File: config.mk
export PLATFORM = sky130hd
export DESIGN_NAME = spi_flash_dma
export DESIGN_NICKNAME = d
export VERILOG_FILES = /design/src/rtl/spi_flash_dma.sv
export SDC_FILE = /design/constraint.sdc
export NUM_CORES = 1
export LEC_CHECK = 0
export ABC_CLOCK_PERIOD_IN_PS = 2810
export BUFFER_PORTS_ARGS = -buffer_cell sky130_fd_sc_hd__buf_2
export CAP_MARGIN = 20
export CORE_MARGIN = 1.5
export CORE_UTILIZATION = 58
export DETAILED_ROUTE_END_ITERATION = 10
export GPL_TIMING_DRIVEN = 0
export PLACE_DENSITY = 0.76
export SYNTH_ARGS = -nofsm -noshare
export SYNTH_HDL_FRONTEND = slang
export SYNTH_SLANG_ARGS = --single-unit
File: constraint.sdc
create_clock -name CLK -period 2.81 [get_ports CLK]
set_input_delay 0.281 -clock CLK [delete_from_list [all_inputs] [get_ports CLK]]
set_output_delay 0.281 -clock CLK [all_outputs]
set_load 0.1 [all_outputs]
File: src/rtl/spi_flash_dma.sv
// spi_flash_dma: CPU-programmed loader that reads 16-bit words from SPI flash with a
// standard READ (0x03) command and pushes each word to the graphics memory arbiter
// over a valid/ready write channel.
//
// Ports:
//   CLK, RST                  clock, synchronous active-high reset
//   ADDRESS, DATA_IN, WR      register window write side (0 FADDR_LO, 1 FADDR_HI, 2 DEST,
//                             3 COUNT, 4 CTRL/STATUS)
//   DATA_OUT                  registered read data for ADDRESS (1-cycle latency)
//   SCK, MOSI, MISO, CS_N     SPI mode 0 flash interface
//   flash_dma_*               word write channel toward the graphics arbiter
//   DONE                      one-cycle pulse on completion or abort
module spi_flash_dma #(
  parameter int unsigned CLK_DIV = 1
) (
  input  logic        CLK,
  input  logic        RST,
  input  logic [3:0]  ADDRESS,
  input  logic [15:0] DATA_IN,
  output logic [15:0] DATA_OUT,
  input  logic        WR,
  output logic        SCK,
  output logic        MOSI,
  input  logic        MISO,
  output logic        CS_N,
  output logic        flash_dma_wvalid,
  input  logic        flash_dma_wready,
  output logic [15:0] flash_dma_address,
  output logic [15:0] flash_dma_data,
  output logic        DONE
);

  localparam logic [7:0] DivMax = 8'(CLK_DIV);

  typedef enum logic [2:0] {
    StIdle,
    StCsSetup,
    StCmd,
    StData,
    StWaitWr,
    StCsHold
  } state_e;

  state_e      state_q, state_d;
  logic [15:0] faddr_lo_q, faddr_lo_d;
  logic [7:0]  faddr_hi_q, faddr_hi_d;
  logic [15:0] dest_q, dest_d;
  logic [15:0] count_q, count_d;
  logic        done_flag_q, done_flag_d;
  logic        done_q, done_d;
  logic [15:0] rem_q, rem_d;
  logic [15:0] waddr_q, waddr_d;
  logic [31:0] shift_q, shift_d;
  logic [15:0] rx_q, rx_d;
  logic [4:0]  bit_q, bit_d;
  logic [7:0]  div_q, div_d;
  logic        sck_q, sck_d;
  logic        cs_n_q, cs_n_d;
  logic [15:0] rdata_q, rdata_d;

  logic busy, div_wrap, ctrl_wr, go, abort;

  always_comb begin
    state_d     = state_q;
    faddr_lo_d  = faddr_lo_q;
    faddr_hi_d  = faddr_hi_q;
    dest_d      = dest_q;
    count_d     = count_q;
    done_flag_d = done_flag_q;
    done_d      = 1'b0;
    rem_d       = rem_q;
    waddr_d     = waddr_q;
    shift_d     = shift_q;
    rx_d        = rx_q;
    bit_d       = bit_q;
    div_d       = div_q;
    sck_d       = sck_q;
    cs_n_d      = cs_n_q;
    rdata_d     = 16'h0000;

    busy     = (state_q != StIdle);
    div_wrap = (div_q == DivMax);
    ctrl_wr  = WR && (ADDRESS == 4'd4);
    go       = ctrl_wr && DATA_IN[0];
    abort    = ctrl_wr && DATA_IN[1];

    // Configuration is frozen while a transfer runs.
    if (WR && !busy) begin
      case (ADDRESS)
        4'd0:    faddr_lo_d = DATA_IN;
        4'd1:    faddr_hi_d = DATA_IN[7:0];
        4'd2:    dest_d     = DATA_IN;
        4'd3:    count_d    = DATA_IN;
        default: ;
      endcase
    end
    if (ctrl_wr && DATA_IN[2]) begin
      done_flag_d = 1'b0;
    end

    // Half-period divider runs only in states that time SCK; WAIT_WR freezes it.
    if (state_q inside {StCsSetup, StCmd, StData, StCsHold}) begin
      div_d = div_wrap ? 8'd0 : div_q + 8'd1;
    end

    case (state_q)
      StIdle: begin
        if (go) begin
          if (count_q != 16'd0) begin
            state_d     = StCsSetup;
            cs_n_d      = 1'b0;
            shift_d     = {8'h03, faddr_hi_q, faddr_lo_q};
            rem_d       = count_q;
            waddr_d     = dest_q;
            div_d       = 8'd0;
            bit_d       = 5'd0;
            done_flag_d = 1'b0;
          end else begin
            done_d      = 1'b1;
            done_flag_d = 1'b1;
          end
        end
      end
      StCsSetup: begin
        if (div_wrap) begin
          state_d = StCmd;
        end
      end
      StCmd: begin
        if (div_wrap) begin
          sck_d = ~sck_q;
          // Shift on the falling edge so MOSI is stable across the next rise.
          if (sck_q) begin
            shift_d = {shift_q[30:0], 1'b0};
            bit_d   = bit_q + 5'd1;
            if (bit_q == 5'd31) begin
              state_d = StData;
            end
          end
        end
      end
      StData: begin
        if (div_wrap) begin
          sck_d = ~sck_q;
          if (!sck_q) begin
            // Bytes arrive MSB-first; the first byte lands in the low half of the word.
            if (bit_q < 5'd8) begin
              rx_d[7:0] = {rx_q[6:0], MISO};
            end else begin
              rx_d[15:8] = {rx_q[14:8], MISO};
            end
            bit_d = bit_q + 5'd1;
            if (bit_q == 5'd15) begin
              state_d = StWaitWr;
              bit_d   = 5'd0;
            end
          end
        end
      end
      StWaitWr: begin
        // The 16th rising edge is followed by a falling edge on entry; SCK then stays low.
        sck_d = 1'b0;
        if (flash_dma_wready) begin
          rem_d   = rem_q - 16'd1;
          waddr_d = waddr_q + 16'd1;
          div_d   = 8'd0;
          state_d = (rem_q != 16'd1) ? StData : StCsHold;
        end
      end
      StCsHold: begin
        if (div_wrap) begin
          state_d     = StIdle;
          cs_n_d      = 1'b1;
          done_d      = 1'b1;
          done_flag_d = 1'b1;
        end
      end
      default: state_d = StIdle;
    endcase

    if (abort && busy) begin
      state_d     = StIdle;
      cs_n_d      = 1'b1;
      sck_d       = 1'b0;
      shift_d     = 32'd0;
      div_d       = 8'd0;
      bit_d       = 5'd0;
      done_d      = 1'b1;
      done_flag_d = 1'b1;
    end

    case (ADDRESS)
      4'd0:    rdata_d = faddr_lo_q;
      4'd1:    rdata_d = {8'h00, faddr_hi_q};
      4'd2:    rdata_d = dest_q;
      4'd3:    rdata_d = count_q;
      4'd4:    rdata_d = {14'd0, done_flag_q, busy};
      default: rdata_d = 16'h0000;
    endcase
  end

  always_ff @(posedge CLK) begin
    if (RST) begin
      state_q     <= StIdle;
      faddr_lo_q  <= 16'd0;
      faddr_hi_q  <= 8'd0;
      dest_q      <= 16'd0;
      count_q     <= 16'd0;
      done_flag_q <= 1'b0;
      done_q      <= 1'b0;
      rem_q       <= 16'd0;
      waddr_q     <= 16'd0;
      shift_q     <= 32'd0;
      rx_q        <= 16'd0;
      bit_q       <= 5'd0;
      div_q       <= 8'd0;
      sck_q       <= 1'b0;
      cs_n_q      <= 1'b1;
      rdata_q     <= 16'd0;
    end else begin
      state_q     <= state_d;
      faddr_lo_q  <= faddr_lo_d;
      faddr_hi_q  <= faddr_hi_d;
      dest_q      <= dest_d;
      count_q     <= count_d;
      done_flag_q <= done_flag_d;
      done_q      <= done_d;
      rem_q       <= rem_d;
      waddr_q     <= waddr_d;
      shift_q     <= shift_d;
      rx_q        <= rx_d;
      bit_q       <= bit_d;
      div_q       <= div_d;
      sck_q       <= sck_d;
      cs_n_q      <= cs_n_d;
      rdata_q     <= rdata_d;
    end
  end

  assign SCK               = sck_q;
  assign MOSI              = shift_q[31];
  assign CS_N              = cs_n_q;
  assign flash_dma_wvalid  = (state_q == StWaitWr);
  assign flash_dma_address = waddr_q;
  assign flash_dma_data    = rx_q;
  assign DONE              = done_q;
  assign DATA_OUT          = rdata_q;

endmodule

==> impl_metrics.env, run 1 <==
export IMPL_routed_via_density=6.258
export IMPL_wl_um=22440
export IMPL_initial_core_util=0.6008
export IMPL_async_reset_ff_frac=0
export IMPL_grtUsageTotal=0.3269
export IMPL_dp_hpwl_um=15950
export IMPL_p_seq_frac=0.430
export IMPL_clkTransAtPathRegs_ns=0.07
export IMPL_cts_path_max_buffers=2
export IMPL_placedCellCount=1191
export IMPL_die_x_um=118.0
export IMPL_htreeDepth=4
export IMPL_fillCellCount=1066
export IMPL_antenna_found_initial=0
export IMPL_synth_ff_type="dfxtp_1"
export IMPL_gp_congestion=0.9638
export IMPL_fin_crit_ns=2.628
export IMPL_worstPathMaxFanout=6
export IMPL_avgSynthCellArea_um2=8.139
export IMPL_grt_setup_unrepaired="no"
export IMPL_cts_tree="yes"
export IMPL_cp_required_ns=3.14
export IMPL_rows=41
export IMPL_p_sw_mw=1.623
export IMPL_ys_types=63
export IMPL_max_slew_margin=0.2606
export IMPL_worstSkewPairLatency_ns=0.44
export IMPL_fin_crit_sh=0.9353
export IMPL_netlist_area_um2=7675
export IMPL_fin_cells=1227
export IMPL_grt_pass1_wl_um=36170
export IMPL_numPortBuffers=75
export IMPL_dr_pass1_iters=9
export IMPL_grt_max_degree=17
export IMPL_pin_count=78
export IMPL_worstSetupPathType="flip-flop to flip-flop"
export IMPL_synthDominantCellAreaShare=0.4486
export IMPL_fp_dieH_um=118.0
export IMPL_grt_pass1_vias=6939
export IMPL_die_area_um2=13930
export IMPL_synth_edf_count=0
export IMPL_fin_total_pwr_mw=5.908
export IMPL_synth_area_leaders="dfxtp_1 45%, a21oi_1 7.8%, nand2_1 6.9%, mux2i_1 5.6%, nor2_1 5.0%"
export IMPL_peakVddDrop_v=0.0004648
export IMPL_coreArea_um2=12770
export IMPL_numCtsBuffers=17
export IMPL_max_cap_viol_count=0
export IMPL_status="finished clean"
export IMPL_leakagePower_nw=3.172
export IMPL_clkPwrFrac=0.430
export IMPL_combPwrFrac=0.140
export IMPL_tightest_slew_ns=1.100
export IMPL_powerDensity_nw_per_um2=659.0
export IMPL_slew_violations=0
export IMPL_diodes=0
export IMPL_vias=7679
export IMPL_syn_num_nets=977
export IMPL_setup_tns_ns=0
export IMPL_cp_arrival_ns=2.96
export IMPL_ys_warn_count=0
export IMPL_postCtsHoldBufs=0
export IMPL_routedWlPerCell_um=18.29
export IMPL_p_int_mw=4.285
export IMPL_fmax_mhz=380.5
export IMPL_cp_end_kind="flip-flop"
export IMPL_setup_viol=0
export IMPL_skew_ns=0.006310
export IMPL_overflow=0
export IMPL_hold_violations=0
export IMPL_drc_errors=0
export IMPL_drive_gt1_frac=0.1318
export IMPL_ys_seq_area_frac=0.4486
export IMPL_cts_root_buf="clkbuf_16"
export IMPL_area_growth_pct=16.81
export IMPL_layout_setup_ws_ns=0.1819
export IMPL_final_common_cell="dfxtp_1"
export IMPL_ant_nets=0
export IMPL_p_sw_frac=0.2747
export IMPL_utilization=0.7018
export IMPL_final_cell_mix="172 x dfxtp_1, 141 x nand2_1, 119 x a21oi_1"
export IMPL_yosys_area_top_type="dfxtp_1"
export IMPL_pre_cts_ws_ns=-0.04987
export IMPL_nets=1076
export IMPL_min_path_type="primary input to flip-flop"
export IMPL_cp_start_kind="flip-flop"
export IMPL_drtIter0Drc=1112
export IMPL_synthCells=943
export IMPL_ys_seq_elements=172
export IMPL_cts_sinks=172
-- path summary, 6_finish.rpt --
| check | start | to | slack [ns] | cells past startpoint |
|---|---|---|---|---|
| worst max-delay path | div_q[0]$_SDFF_PP0_ | state_q[2]$_SDFFE_PP0P_ | 0.18 | 9 |
| worst min-delay path | MISO | flash_dma_data[0]$_SDFFE_PP0P_ | 0.10 | 3 |
| worst max register to register | div_q[0]$_SDFF_PP0_ | state_q[2]$_SDFFE_PP0P_ | 0.18 | 9 |
| worst min register to register | shift_q[29]$_SDFFE_PP0P_ | shift_q[30]$_SDFFE_PP0P_ | 0.45 | 2 |
-- synth_stat cells (6+ instances only) --
cell type    n
dfxtp_1    172
nor4_1      10
nor3_1      18
o21ai_0     42
nand4_1      6
a31oi_1      9
ha_1         9
nor2_1     103
clkbuf_1    58
nand2_1    141
a22oi_1      6
a211oi_1    25
mux2i_1     43
nand3_1     62
inv_1       11
a21oi_1    119
or3_1        8
a222oi_1    16
and3_1       6
-- power groups by stage --
| stage | Sequential (mW) | Clock [mW] | Combinational (mW) |
|---|---|---|---|
| 6_report | 2.54 | 2.54 | 0.825 |
| 5_1_grt | 2.55 | 2.65 | 0.894 |
| 4_1_cts | 2.54 | 2.55 | 0.801 |
| 3_5_place_dp | 2.59 | 0 | 0.758 |
| 3_3_place_gp | 2.59 | 0 | 0.753 |
| 2_1_floorplan | 2.59 | 0 | 0.553 |
-- flip-flops by register name (all words and copies together), names as in the netlist, 3 cells and up --
name and cells:
flash_dma_data 16, faddr_hi_q 8, state_q 3, bit_q 5, shift_q 32, flash_dma_address 16
faddr_lo_q 16, DATA_OUT 16, rem_q 16, count_q 16, dest_q 16, div_q 8
-- logic make-up (layout without fill, tap and decap cells) --
kind of cell | count (synthesis) | in the layout | share of synthesized area
multiplexers | 43 | 43 | 0.05608
AO/OA/AOI/OAI | 243 | 243 | 0.1914
buffers and inverters | 76 | 188 | 0.03978
adder cells (fa/ha/maj) | 9 | 9 | 0.01467
flip-flops | 172 | 172 | 0.4486
AND/OR/NAND/NOR | 393 | 393 | 0.2414
XOR/XNOR | 7 | 7 | 0.007988
-- metrics by stage --
stage	hold slack, ns	area, um^2
floorplan	0.4170	7675
finish	0.1031	8965
detailed placement	0.4481	8275
global placement	0.4398	8265
global route	0.1105	8965
CTS	0.1009	8944
-- timing repair --
item / CTS / global route
pin swaps: 1 / 0
endpoints found under the setup margin: 7 / 25
buffers inserted: 3 / 0
resized for setup: 1 / 11
-- layout make-up --
cell class,count,area [um^2],area share
inverters,11,41.29,0.004606
flip-flops and latches,172,3443,0.3841
clock buffers,19,452.9,0.05052
repair buffers,80,415.4,0.04634
multi-input cells,695,3938,0.4392
clock inverters,13,190.2,0.02121
well taps,172,215.2,0.02401
plain buffers,65,269.0,0.03001
-- critical path, stage by stage, from the launching register on --
cell and delay [ns]:
dfxtp_1 0.43, ha_1 0.17, or4b_4 0.47, nor4_4 0.27
buf_4 0.20, buf_4 0.13, nor2_1 0.05, nor3_2 0.39
o31ai_1 0.13, a32o_1 0.28
-- routing by layer --
layer,vias up,GRT usage,share of wire
li1,3580,-,-
met1,3601,0.4427,0.43
met2,425,0.5124,0.45
met3,73,0.07558,0.091
met4,0,0.1159,0.034
met5,-,0,0
No activity file was read; power rests on OpenSTA's default activity.
==> run 2: changes to the inputs <==
--- a/config.mk
+++ b/config.mk
@@ -13,6 +13,8 @@
 export DETAILED_ROUTE_END_ITERATION = 10
 export GPL_TIMING_DRIVEN = 0
 export PLACE_DENSITY = 0.76
+export SETUP_SLACK_MARGIN = 0.5
+export SLEW_MARGIN = 20
 export SYNTH_ARGS = -nofsm -noshare
 export SYNTH_HDL_FRONTEND = slang
 export SYNTH_SLANG_ARGS = --single-unit
==> run 2 against run 1 <==
Against the previous run:
- critical path depth up 1
- clock power decreased by 13%
- clock skew grew 0.0027 ns
==> impl_metrics.env, run 2 (synthesis results as in run 1) <==
export IMPL_rows=41
export IMPL_numPortBuffers=75
export IMPL_max_slew_margin=0.3058
export IMPL_powerDensity_nw_per_um2=622.7
export IMPL_dr_pass1_iters=9
export IMPL_final_cell_mix="163 x dfxtp_1, 140 x nand2_1, 119 x a21oi_1"
export IMPL_skew_ns=0.009058
export IMPL_pin_count=78
export IMPL_worstSkewPairLatency_ns=0.43
export IMPL_cts_root_buf="clkbuf_16"
export IMPL_antenna_found_initial=0
export IMPL_area_growth_pct=18.85
export IMPL_grt_pass1_vias=7005
export IMPL_grt_setup_unrepaired="yes"
export IMPL_grt_max_degree=17
export IMPL_routedWlPerCell_um=18.28
export IMPL_tightest_slew_ns=1.033
export IMPL_drtIter0Drc=931
export IMPL_min_path_type="primary input to flip-flop"
export IMPL_cts_path_max_buffers=2
export IMPL_status="finished clean"
export IMPL_slew_violations=0
export IMPL_regMostFlops="shift_q"
export IMPL_dp_hpwl_um=16090
export IMPL_diodes=0
export IMPL_fin_total_pwr_mw=5.680
export IMPL_cp_arrival_ns=2.66
export IMPL_reg2reg_slack_ns=0.45
export IMPL_final_common_cell="dfxtp_1"
export IMPL_grt_pass1_wl_um=36200
export IMPL_grtUsageTotal=0.3249
export IMPL_postCtsHoldBufs=0
export IMPL_cts_tree="yes"
export IMPL_worstSetupPathType="flip-flop to flip-flop"
export IMPL_gp_congestion=0.9604
export IMPL_cts_sinks=172
export IMPL_drive_gt1_frac=0.1684
export IMPL_leakagePower_nw=3.252
export IMPL_nets=1085
export IMPL_routed_via_density=6.218
export IMPL_die_area_um2=13930
export IMPL_htreeDepth=4
export IMPL_wl_um=22580
export IMPL_overflow=0
export IMPL_setup_tns_ns=0
export IMPL_cp_start_kind="flip-flop"
export IMPL_fin_crit_ns=2.359
export IMPL_fin_crit_sh=0.8394
export IMPL_setup_viol=0
export IMPL_largest_register_ff_count=32
export IMPL_worstPathMaxFanout=8
export IMPL_numCtsBuffers=17
export IMPL_clkTransAtPathRegs_ns=0.06
export IMPL_hold_violations=0
export IMPL_peakVddDrop_v=0.0004882
export IMPL_max_cap_viol_count=0
export IMPL_cp_required_ns=3.12
export IMPL_initial_core_util=0.6008
export IMPL_coreArea_um2=12770
export IMPL_cp_end_kind="flip-flop"
export IMPL_vias=7679
export IMPL_ant_nets=0
export IMPL_die_x_um=118.0
export IMPL_fp_dieH_um=118.0
export IMPL_fmax_mhz=424.0
export IMPL_drc_errors=0
## run 2: repair_timing
| action | CTS | global route |
|---|---|---|
| setup endpoints to repair | 89 | 105 |
| pin swaps | 6 | 5 |
| gates resized for setup | 32 | 33 |
| setup buffers | 12 | 2 |
## run 2: metrics by stage
step	cells	instance area [um^2]	utilization	hold slack, ns	worst slack [ns]
2_1_floorplan	943	7685	-	0.4170	0.4372
3_3_place_gp	1190	8275	0.6479	0.4416	0.05849
3_5_place_dp	1190	8282	0.6483	0.4480	0.03578
4_1_cts	1233	9042	0.7079	0.09798	0.2627
5_1_grt	1235	9121	0.7141	0.1104	0.3561
6_report	1235	9121	0.7141	0.1081	0.4512
## run 2: path summary, 6_finish.rpt
kind | startpoint | endpoint | cells past startpoint
max | div_q[1]$_SDFF_PP0_ | flash_dma_data[6]$_SDFFE_PP0P_ | 10
min | MISO | flash_dma_data[0]$_SDFFE_PP0P_ | 3
max reg2reg | div_q[1]$_SDFF_PP0_ | flash_dma_data[6]$_SDFFE_PP0P_ | 10
min reg2reg | shift_q[29]$_SDFFE_PP0P_ | shift_q[30]$_SDFFE_PP0P_ | 2
## run 2: per-layer routing
metal,GRT usage,vias up,routed length [um]
met2,0.5037,405,10210
met1,0.4325,3607,9492
met5,0,-,0
li1,-,3596,-
met3,0.06589,71,1996
met4,0.1593,0,879
## run 2: worst max-delay path, stage by stage (launching register included)
cell and delay (ns):
dfxtp_2 0.32, inv_2 0.06, ha_4 0.11, or4b_4 0.46, nor4_4 0.16, buf_4 0.18
nand2_4 0.05, or4_4 0.50, buf_8 0.17, mux2i_1 0.15, nor2_1 0.05
## run 2: layout make-up
type,instances,area [um^2]
inverters,11,41.29
repair buffers,89,520.5
plain buffers,65,304.0
well taps,172,215.2
fillers,1053,3652
flip-flops and latches,172,3457
clock buffers,24,481.7
clock inverters,7,65.06
multi-input cells,695,4036
## run 2: report_power, final
| group | total, mW | switching [mW] | internal (mW) |
|---|---|---|---|
| logic | 0.926 | 0.609 | 0.316 |
| clock network | 2.21 | 0.930 | 1.28 |
| registers | 2.55 | 0.0555 | 2.49 |
| total | 5.68 | 1.60 | 4.08 |
